--- src/rtl/imm_inst_encoder_pkg.sv ---
// Shared immediate-format codes, the canonical NOP and the request field bundle
// for the RV32I instruction encoder.
package imm_inst_encoder_pkg;

  localparam logic [2:0] RTYPE = 3'd0;
  localparam logic [2:0] ITYPE = 3'd1;
  localparam logic [2:0] STYPE = 3'd2;
  localparam logic [2:0] BTYPE = 3'd3;
  localparam logic [2:0] UTYPE = 3'd4;
  localparam logic [2:0] JTYPE = 3'd5;

  localparam logic [31:0] NOP_INST = 32'h00000013;

  typedef struct packed {
    logic [6:0] funct7;
    logic [4:0] rs2;
    logic [4:0] rs1;
    logic [2:0] funct3;
    logic [4:0] rd;
    logic [6:0] opcode;
  } fields_t;

  typedef struct packed {
    logic [2:0]  imm_type;
    logic [31:0] imm;
    fields_t     f;
  } req_t;

endpackage

--- src/rtl/imm_inst_encoder_pack.sv ---
// Combinational packer: scatters the immediate into the RV32I field layout
// and flags immediates the chosen format cannot represent.
module imm_pack
  import imm_inst_encoder_pkg::*;
(
  input  logic [2:0]  imm_type,
  input  logic [31:0] imm,
  input  fields_t     f,
  output logic [31:0] inst,
  output logic        err
);

  // Sign-extension ranges must be all zeros or all ones to round-trip.
  logic se11, se12, se20;
  assign se11 = (&imm[31:11]) | ~(|imm[31:11]);
  assign se12 = (&imm[31:12]) | ~(|imm[31:12]);
  assign se20 = (&imm[31:20]) | ~(|imm[31:20]);

  always_comb begin
    inst = NOP_INST;
    err  = 1'b1;
    case (imm_type)
      RTYPE: begin
        inst = {f.funct7, f.rs2, f.rs1, f.funct3, f.rd, f.opcode};
        err  = 1'b0;
      end
      ITYPE: begin
        inst = {imm[11:0], f.rs1, f.funct3, f.rd, f.opcode};
        err  = ~se11;
      end
      STYPE: begin
        inst = {imm[11:5], f.rs2, f.rs1, f.funct3, imm[4:0], f.opcode};
        err  = ~se11;
      end
      BTYPE: begin
        inst = {imm[12], imm[10:5], f.rs2, f.rs1, f.funct3, imm[4:1], imm[11], f.opcode};
        err  = ~se12 | imm[0];
      end
      UTYPE: begin
        inst = {imm[31:12], f.rd, f.opcode};
        err  = |imm[11:0];
      end
      JTYPE: begin
        inst = {imm[20], imm[10:1], imm[11], imm[19:12], f.rd, f.opcode};
        err  = ~se20 | imm[0];
      end
      default: ;
    endcase
  end

endmodule

--- src/rtl/imm_inst_encoder.sv ---
// Two-stage valid/ready RV32I instruction encoder with a saturating error counter.
// S1 holds the raw request, S2 holds the packed word and drives the outputs.
module imm_inst_encoder
  import imm_inst_encoder_pkg::*;
#(
  parameter int ERR_CNT_W = 16
) (
  input  logic                 clk,
  input  logic                 rst,
  input  logic                 in_valid,
  output logic                 in_ready,
  input  logic [2:0]           imm_type,
  input  logic [31:0]          imm,
  input  logic [6:0]           opcode,
  input  logic [4:0]           rd,
  input  logic [2:0]           funct3,
  input  logic [4:0]           rs1,
  input  logic [4:0]           rs2,
  input  logic [6:0]           funct7,
  input  logic                 flush,
  output logic                 out_valid,
  input  logic                 out_ready,
  output logic [31:0]          out_inst,
  output logic                 out_err,
  output logic [ERR_CNT_W-1:0] err_cnt,
  input  logic                 err_cnt_clr
);

  logic        s1_valid, s2_valid;
  logic        s1_adv, s2_adv;
  req_t        s1_req;
  logic [31:0] pk_inst;
  logic        pk_err;

  assign s2_adv    = ~s2_valid | out_ready;
  assign s1_adv    = ~s1_valid | s2_adv;
  assign in_ready  = s1_adv;
  assign out_valid = s2_valid;

  always_ff @(posedge clk or posedge rst) begin
    if (rst) begin
      s1_valid <= 1'b0;
      s1_req   <= '0;
    end else begin
      if (flush)       s1_valid <= 1'b0;
      else if (s1_adv) s1_valid <= in_valid;
      if (in_valid && s1_adv && !flush)
        s1_req <= '{imm_type: imm_type, imm: imm,
                    f: '{funct7: funct7, rs2: rs2, rs1: rs1, funct3: funct3,
                         rd: rd, opcode: opcode}};
    end
  end

  imm_pack u_pack (
    .imm_type (s1_req.imm_type),
    .imm      (s1_req.imm),
    .f        (s1_req.f),
    .inst     (pk_inst),
    .err      (pk_err)
  );

  // Output data only loads with a real word, so it holds across stalls and bubbles.
  always_ff @(posedge clk or posedge rst) begin
    if (rst) begin
      s2_valid <= 1'b0;
      out_inst <= '0;
      out_err  <= 1'b0;
    end else begin
      if (flush)       s2_valid <= 1'b0;
      else if (s2_adv) s2_valid <= s1_valid;
      if (s2_adv && s1_valid && !flush) begin
        out_inst <= pk_inst;
        out_err  <= pk_err;
      end
    end
  end

  always_ff @(posedge clk or posedge rst) begin
    if (rst)
      err_cnt <= '0;
    else if (err_cnt_clr)
      err_cnt <= '0;
    else if (s2_valid && out_ready && out_err && (err_cnt != {ERR_CNT_W{1'b1}}))
      err_cnt <= err_cnt + 1'b1;
  end

endmodule
--- config.mk ---
export PLATFORM = sky130hd
export DESIGN_NAME = imm_inst_encoder
export DESIGN_NICKNAME = d
export VERILOG_FILES = /design/src/rtl/imm_inst_encoder_pkg.sv /design/src/rtl/imm_inst_encoder_pack.sv /design/src/rtl/imm_inst_encoder.sv
export SDC_FILE = /design/constraint.sdc
export NUM_CORES = 1
export LEC_CHECK = 0
export ABC_CLOCK_PERIOD_IN_PS = 5260
export CAP_MARGIN = 0
export CORE_UTILIZATION = 50
export CTS_CLUSTER_DIAMETER = 40
export CTS_CLUSTER_SIZE = 14
export DETAILED_ROUTE_END_ITERATION = 10
export GPL_TIMING_DRIVEN = 0
export PLACE_DENSITY = 0.8
export SYNTH_ARGS = -nofsm -noshare
export SYNTH_HDL_FRONTEND = slang
export SYNTH_SLANG_ARGS = --single-unit
--- constraint.sdc ---
create_clock -name clk -period 5.26 [get_ports clk]
set_input_delay 0.789 -clock clk [delete_from_list [all_inputs] [get_ports clk]]
set_output_delay 0.789 -clock clk [all_outputs]
set_load 0.005 [all_outputs]
## Word-level counts from Yosys, hierarchy flattened

Cells that the tools add are included.

| storage, ports and cells | value |
|---|---|
| flip-flop bits (word level) | 118 |
| output and inout port bits | 51 |
| logic and storage cells | 63 |

| cells by class | value |
|---|---|
| add/subtract/negate cells | 1 |
| eq/ne operators | 6 |
| muxes and demuxes | 8 |
| bitwise gates (word level) | 15 |
| reductions and logical operators | 20 |

Operators by type and width:

| cell | number |
|---|---|
| 32-bit case mux with 6 select lines | 1 |
| 16-bit 2-to-1 mux | 2 |
| 12-bit OR reduction | 2 |
| 21-bit AND reduction | 1 |
| 21-bit OR reduction | 1 |
| 20-bit AND reduction | 1 |
| 20-bit OR reduction | 1 |
| 16-bit by 1-bit adder with 16-bit output (second input constant) | 1 |
| 16-bit inequality test (second input constant) | 1 |
| 12-bit AND reduction | 1 |
| 1-bit NOT | 8 |
| 1-bit logical AND | 7 |
| 1-bit OR | 7 |
| 3-bit by 2-bit == test with 1-bit output (second input constant) | 2 |
| 3-bit == test (second input constant) | 2 |
| 2-bit nonzero test | 3 |
| 1-bit case mux with 5 select lines | 1 |
| 1-bit 2-to-1 mux | 4 |
| 3-bit by 1-bit == test with 1-bit output (second input constant) | 1 |
| 3-bit logical NOT | 1 |
| 2-bit OR reduction | 1 |
| 1-bit logical NOT | 1 |

## Longest topological paths before layout

Gate-level depths: netlist (run 1).

| depth | value |
|---|---|
| depth after elaboration | 6 |
| depth in mapped cells | 8 |

## Hierarchy

Synthesis (run 1) repeated with hierarchy kept, for this count alone.

| second synthesis, totals | value |
|---|---|
| cells, all modules | 450 |
| area total of the unflattened synthesis | 5522.8 µm² |

By module, submodules not included:

| module | instances | cells each | area each (µm²) |
|---|---|---|---|
| imm_inst_encoder | 1 | 325 | 4770.8 |
| imm_pack | 1 | 125 | 752.0 |

## Least setup slack after synthesis (run 1)

No wires, ideal clock.

| timing path | value |
|---|---|
| path kind | in2reg |
| start | input port out_ready |
| end | register s1_req[0] (netlist name) |
| library setup time | 0.125 ns |
| arrival time | 2.009 ns |
| path slack | 3.127 ns |
| stages on the path | 6 |
| cell sequence | nor2b_1 nand2_1 nand3b_1 buf_2 buf_2 mux2_2 |

| on the way | value |
|---|---|
| longest elaborated chain between the ends | 4 |

RTL lines:

| item | line | RTL |
|---|---|---|
| from (decl) | imm_inst_encoder.sv:22 | `input logic out_ready,` |
| 1-bit OR | imm_inst_encoder.sv:35 | `assign s2_adv = ~s2_valid \| out_ready;` |
| 1-bit OR | imm_inst_encoder.sv:36 | `assign s1_adv = ~s1_valid \| s2_adv;` |
| via in_ready | imm_inst_encoder.sv:11 | `output logic in_ready,` |
| 1-bit logical AND (2 in series) | imm_inst_encoder.sv:47 | `if (in_valid && s1_adv && !flush)` |
| to (signal assigned) | imm_inst_encoder.sv:48 | `s1_req <= '{imm_type: imm_type, imm: imm,` |
| to (decl) | imm_inst_encoder.sv:31 | `req_t s1_req;` |

The timed path passes the listed nets, and every way through them passes these cells.
A chain may end at the register's enable or synchronous reset.

## Worst setup path in the final report (run 1)

| timing path | value |
|---|---|
| start | input port out_ready |
| end | output port in_ready |

| on the way | value |
|---|---|
| longest elaborated chain between the ends | 2 |

RTL lines:

| item | line |
|---|---|
| 1-bit OR | imm_inst_encoder.sv:35 |
| 1-bit OR | imm_inst_encoder.sv:36 |
| to (decl) | imm_inst_encoder.sv:11 |

Every way passes these cells.

==> metrics.md, run 1 <==
| Metric | Value |
|---|---|
| Pwr dens | 400 nW/µm² |
| Syn_area_per_cell | 11.4 µm² |
| Status | finished clean |
| Layout cells sized above 1 | 19.0% |
| Tcrit/Tclk final | 56.3% |
| Async SR Flop Fraction | 100% |
| Final std cells w/o fill | 752 |
| Die ar. | 11000 µm² |
| TritonCTS clock tree | yes |
| Crit path DAT | 2.17 ns |
| Die H | 105 µm |
| Max-slew headroom | 50.2% |
| CP max FO | 5 |
| NumNets Final | 679 |
| Cell variety after synth | 46 |
| # DRC | 0 |
| Setup Fix Bufs, Post-CTS | 0 |
| Worst R2R Path Depth | 5 |
| GPL Wtd Cong | 0.858 |
| Vias in the first global route | 4412 |
| Synth warn | 0 |
| Pin count of the biggest net entering global routing | 61 |
| Crit end category | primary output |
| Buf/Inv on CP | 2 |
| Synthesized area | 5300 µm² |
| Cell mode on critical path | clkdlybuf4s50_1 |
| RSZ-0062 raised after global routing | no |
| H-tree levels | 4 |
| Area delta synth->final | 38.5% |
| Lkg Pwr | 3.02 nW |
| Reg clk slew, reported paths | 0.05 ns |
| CTS root buf | clkbuf_8 |
| Post-route ant nets | 0 |
| Placed insts | 722 |
| Hold path cells | 1 |
| IO Port Bufs | 122 |
| Tightest Hold Check Type | reg2reg |
| Final slew viol count | 0 |
| HP Start | s1_req[3] |
| Num CTS Buffers | 17 |
| Minimum clock period | 2.96 ns |
| Num rows | 37 |
| Worst Setup SP | out_ready |
| DRT iter0 DRCs | 262 |
| Chip Width | 105 µm |
| Slowest-stage cell, CP | clkdlybuf4s50_1 |
| Total of max-cap violations | 0 |
| Final TNS setup | 0 ns |
| Core box area | 10300 µm² |
| Gate Count Post-Synth | 463 |
| WP data required | 4.47 ns |
| Initial antenna violation count | 0 |
| Yosys reg bits | 118 |
| Clk_skew | 0.00889 ns |
| Hold Vio Cnt, Final | 0 |
| Max incr delay on CP | 0.49 ns |
| Most common cell after layout, fill and taps aside | clkdlybuf4s50_1 |
| Clk_lat worst skew | 0.53 ns |
| Aggregate global routing overflow | 0 |
| Total wire length | 14.1 mm |
| Syn_nets | 537 |
| Sequential share of the synthesized area | 55.8% |
| Reg2reg end | out_inst[23] |
| # IOs | 124 |
| Hold Path Sink | out_inst[3] |
| Clock Path Buffers | 2 |
| Setup slack, reg-to-reg | 3.03 ns |
| Via density | 5.78 |
| Ys flop type | dfrtp_1 |
| Commonest non-fill, non-tap cells in the layout | clkdlybuf4s50_1 (122), dfrtp_1 (118), mux2_2 (69) |
| Detailed-route via count | 4350 |
| WL/cell | 18.8 µm |
| CTS resizes | 0 |
| CP cell instances | clkdlybuf4s50_1 -> nor2b_1 -> nand2_1 -> clkdlybuf4s50_1 |
| First-pass GRT wire length | 22.8 mm |
| Least-Margin Pin Slew | 0.747 ns |
| DP Wirelength | 10.0 mm |
| CP startpoint kind | input port |
| Num Clock Sinks | 118 |
| ANT cells | 0 |
| Hold_buf cts | 0 |
| Initial Util | 51.5% |
| CP Class | in2out |
| Top delay family on crit path | buffers and inverters |
| Start of the worst register-to-register path | s1_req[66] |
| VDD IR max | 0.000194 V |
| Gr usage total | 27.3% |
| Post-synth EDFFs | 0 |
| Fmax | 338 MHz |
| Final setup viols | 0 |
| Drt pass-1 iters | 6 |
-- worst max-delay path by stage --
stage                 endpoint  cells past startpoint
floorplan           err_cnt[0]                      1
global placement    s1_req[29]                      2
finish                in_ready                      4
detailed placement  s1_req[17]                      7
CTS                   in_ready                      4
global route          in_ready                      4
-- registers in the layout, summed over array words and instances (netlist names) --
register	flops
out_valid	1
out_err	1
err_cnt	16
s1_valid	1
out_inst	32
s1_req	67
-- layout make-up --
class / instances / area, µm²
fill: 724 / 2940
clock inverter: 8 / 146
inverter: 7 / 28.8
tap: 136 / 170
buffer: 26 / 113
multi-input combinational: 312 / 2200
sequential: 118 / 2950
timing repair buffer: 123 / 1250
clock buffer: 22 / 473
-- stage by stage --
| stage | hold WS (ns) | cell area, µm² | total power, W | util, % | worst slack [ns] |
|---|---|---|---|---|---|
| floorplan | 0.454 | 5300 | 0.00143 | - | 1.34 |
| global placement | 0.460 | 6690 | 0.00170 | 65.1 | -0.209 |
| detailed placement | 0.473 | 6720 | 0.00173 | 65.4 | 2.31 |
| CTS | 0.486 | 7340 | 0.00294 | 71.4 | 2.32 |
| global route | 0.508 | 7340 | 0.00305 | 71.4 | 2.22 |
| finish | 0.484 | 7340 | 0.00293 | 71.4 | 2.30 |
-- routing by layer --
layer,track usage (%),vias to the layer above,part of all wire [%]
li1,-,1971,-
met1,34.2,2160,41
met2,46.1,199,51
met3,7.24,20,7.1
met4,9.15,0,1.4
met5,0,-,0
-- worst register-to-register path, cell delays in order (launching register included) --
cell and delay, ns:
dfrtp_1 0.32, clkbuf_1 0.25, buf_2 0.32, clkinv_1 0.33, o21ai_1 0.65, o21ai_0 0.20
-- kinds of logic (layout without fill, tap and decap cells) --
| group | Yosys count | count (layout) | share of synthesized area [%] |
|---|---|---|---|
| mux | 78 | 78 | 16.4 |
| buf+inv | 33 | 186 | 2.62 |
| xor+xnor | 5 | 5 | 0.827 |
| compound gates | 85 | 85 | 10.8 |
| fa+ha+maj | 1 | 1 | 0.236 |
| simple gates | 143 | 143 | 13.4 |
| flops | 118 | 118 | 55.8 |
-- cells in the mapped netlist (2+ instances only) --
master	n	area, µm²
o211ai_1	2	15.0
xnor2_1	3	26.3
or3_1	6	37.5
nand4_1	8	50.1
inv_1	6	22.5
nor4_1	9	56.3
nand3_1	11	55.1
buf_1	2	7.51
and3_1	2	12.5
a22o_1	4	35.0
buf_2	12	60.1
a2bb2oi_1	6	52.6
a21oi_1	23	115
mux2_2	69	777
o22a_1	3	26.3
clkbuf_1	12	45.0
a31oi_1	2	12.5
a221oi_1	17	149
nor3_1	5	25.0
o21ai_0	20	100
nand3b_1	2	15.0
nand2_1	24	90.1
xor2_1	2	17.5
mux2i_1	9	90.1
nor2_1	56	210
or4_1	2	15.0
nor2b_1	10	62.6
dfrtp_1	118	2950
-- power breakdown --
group / internal, W / switching, W
clock network: 0.000813 / 0.000392
registers: 0.00106 / 0.000123
logic: 0.000322 / 0.000225
total: 0.00219 / 0.000741
Power figures use the tool's default switching activity.
==> run 2, diff against run 1 <==
--- a/config.mk
+++ b/config.mk
@@ -5,7 +5,7 @@
 export SDC_FILE = /design/constraint.sdc
 export NUM_CORES = 1
 export LEC_CHECK = 0
-export ABC_CLOCK_PERIOD_IN_PS = 5260
+export ABC_CLOCK_PERIOD_IN_PS = 2750
 export CAP_MARGIN = 0
 export CORE_UTILIZATION = 50
 export CTS_CLUSTER_DIAMETER = 40
==> constraint.sdc (replaced) <==
create_clock -name clk -period 2.75 [get_ports clk]
set_input_delay 0.4125 -clock clk [delete_from_list [all_inputs] [get_ports clk]]
set_output_delay 0.4125 -clock clk [all_outputs]
set_load 0.005 [all_outputs]
==> metrics.md, run 2 (synthesis results as in run 1) <==
| Metric | Value |
|---|---|
| Pwr dens | 770 nW/µm² |
| Multi-input logic area | 2200 µm² |
| Status | finished clean |
| Initial Util | 51.5% |
| # DRC | 0 |
| Top delay family on crit path | buffers and inverters |
| Total of max-cap violations | 0 |
| Num Clock Sinks | 118 |
| Clk_lat worst skew | 0.52 ns |
| Crit end category | primary output |
| Register area | 2950 µm² |
| CP startpoint kind | flip-flop |
| Reg clk slew, reported paths | 0.06 ns |
| Least-Margin Pin Slew | 0.933 ns |
| Max-slew headroom | 37.7% |
| Die ar. | 11000 µm² |
| CTS root buf | clkbuf_8 |
| CP max FO | 5 |
| Final slew viol count | 0 |
| Core Util, Final | 71.8% |
| CP cell instances | nor2b_1 -> nand2_1 -> clkdlybuf4s50_1 |
| Buf/Inv on CP | 1 |
| Max reg flops | 67 |
| Clock Path Buffers | 2 |
| DP Wirelength | 10.0 mm |
| Pre-CTS setup slack | 0.120 ns |
| Area delta synth->final | 39.3% |
| Layout cells sized above 1 | 19.5% |
| IO Port Bufs | 122 |
| NumNets Final | 680 |
| WP data required | 2.34 ns |
| Most common cell after layout, fill and taps aside | clkdlybuf4s50_1 |
| Hold Vio Cnt, Final | 0 |
| Drt pass-1 iters | 5 |
| Pin count of the biggest net entering global routing | 43 |
| Num CTS Buffers | 17 |
| CP Class | reg2out |
| Die H | 105 µm |
| Lkg Pwr | 3.02 nW |
| Max incr delay on CP | 0.50 ns |
| # IOs | 124 |
| Post-route ant nets | 0 |
| Biggest register | s1_req |
| Commonest non-fill, non-tap cells in the layout | clkdlybuf4s50_1 (122), dfrtp_1 (118), mux2_2 (69) |
| Tightest Hold Check Type | in2reg |
| Crit path DAT | 1.90 ns |
| Biggest regs | s1_req: 67 flops, out_inst: 32 flops, err_cnt: 16 flops |
| Hold_buf cts | 0 |
| H-tree levels | 4 |
| Slowest-stage cell, CP | clkdlybuf4s50_1 |
| Fill cell count | 733 |
| GPL Wtd Cong | 0.866 |
| Detailed-route via count | 4374 |
| WL/cell | 18.5 µm |
| Final WS setup | 0.440 ns |
| ANT cells | 0 |
| Gr usage total | 27.4% |
| Aggregate global routing overflow | 0 |
| Vias in the first global route | 4519 |
| RSZ-0062 raised after global routing | no |
| Total wire length | 14.0 mm |
| Fmax | 433 MHz |
| First-pass GRT wire length | 22.9 mm |
| Core box area | 10300 µm² |
| CTS resizes | 0 |
| Final setup viols | 0 |
| Minimum clock period | 2.31 ns |
| TritonCTS clock tree | yes |
| Num rows | 37 |
| Initial antenna violation count | 0 |
| VDD IR max | 0.000506 V |
| DRT iter0 DRCs | 263 |
| Clk_skew | 0.00772 ns |
| Via density | 5.79 |
| Tcrit/Tclk final | 84.0% |
| Chip Width | 105 µm |
| Setup Fix Bufs, Post-CTS | 0 |
-- run 2: cell types whose count changed in the layout (fill, tap and decap cells not counted) --
cell	previous run	this run
clkbuf_8	5	1
clkinv_4	1	6
buf_16	1	0
bufinv_16	4	5
inv_4	1	0
buf_12	0	2
clkinvlp_4	1	4
clkbuf_1	13	12
clkinv_2	2	1
-- run 2: layer usage --
metal / up-vias / GRT usage (%) / routed length (µm)
met4: 0 / 13.2 / 260
met1: 2146 / 33.9 / 5750
li1: 1985 / - / -
met5: - / 0 / 0
met2: 214 / 45.0 / 6920
met3: 29 / 6.99 / 1060
-- run 2: area by class of cell --
cell class | count | area share [%]
Tap cell | 136 | 2.31
Sequential cell | 118 | 40.0
Timing Repair Buffer | 124 | 17.1
Clock inverter | 15 | 3.12
Inverter | 7 | 0.407
Multi-Input combinational cell | 312 | 29.9
Buffer | 26 | 1.53
Clock buffer | 17 | 5.61
-- run 2: power by group --
group          total (W)  switching [W]  internal (W)
Combinational    0.00104       0.000428      0.000617
Sequential       0.00225       0.000234       0.00202
Clock            0.00238       0.000811       0.00157
-- run 2: metrics by stage --
step | std cells | setup TNS [ns] | instance area [µm²] | hold slack [ns] | power, W
after floorplan | 463 | 0 | 5300 | 0.454 | 0.00274
after global placement | 721 | -14.46 | 6690 | 0.461 | 0.00325
after detailed placement | 723 | 0 | 6730 | 0.475 | 0.00331
after CTS | 755 | 0 | 7380 | 0.273 | 0.00570
after global routing | 755 | 0 | 7380 | 0.320 | 0.00589
final | 755 | 0 | 7380 | 0.303 | 0.00568
-- run 2: path summary, 6_finish.rpt --
kind                             start      endpoint  slack (ns)  cells past startpoint
min reg2reg                  s1_req[3]   out_inst[3]        0.49                      1
max in group asynchronous          rst     s1_req[9]        1.36                      4
max reg2reg                 s1_req[66]  out_inst[21]        0.44                      5
min in group asynchronous          rst    s1_req[13]        0.44                      2
max                          out_valid      in_ready        0.44                      3
min                        err_cnt_clr    err_cnt[7]        0.30                      2
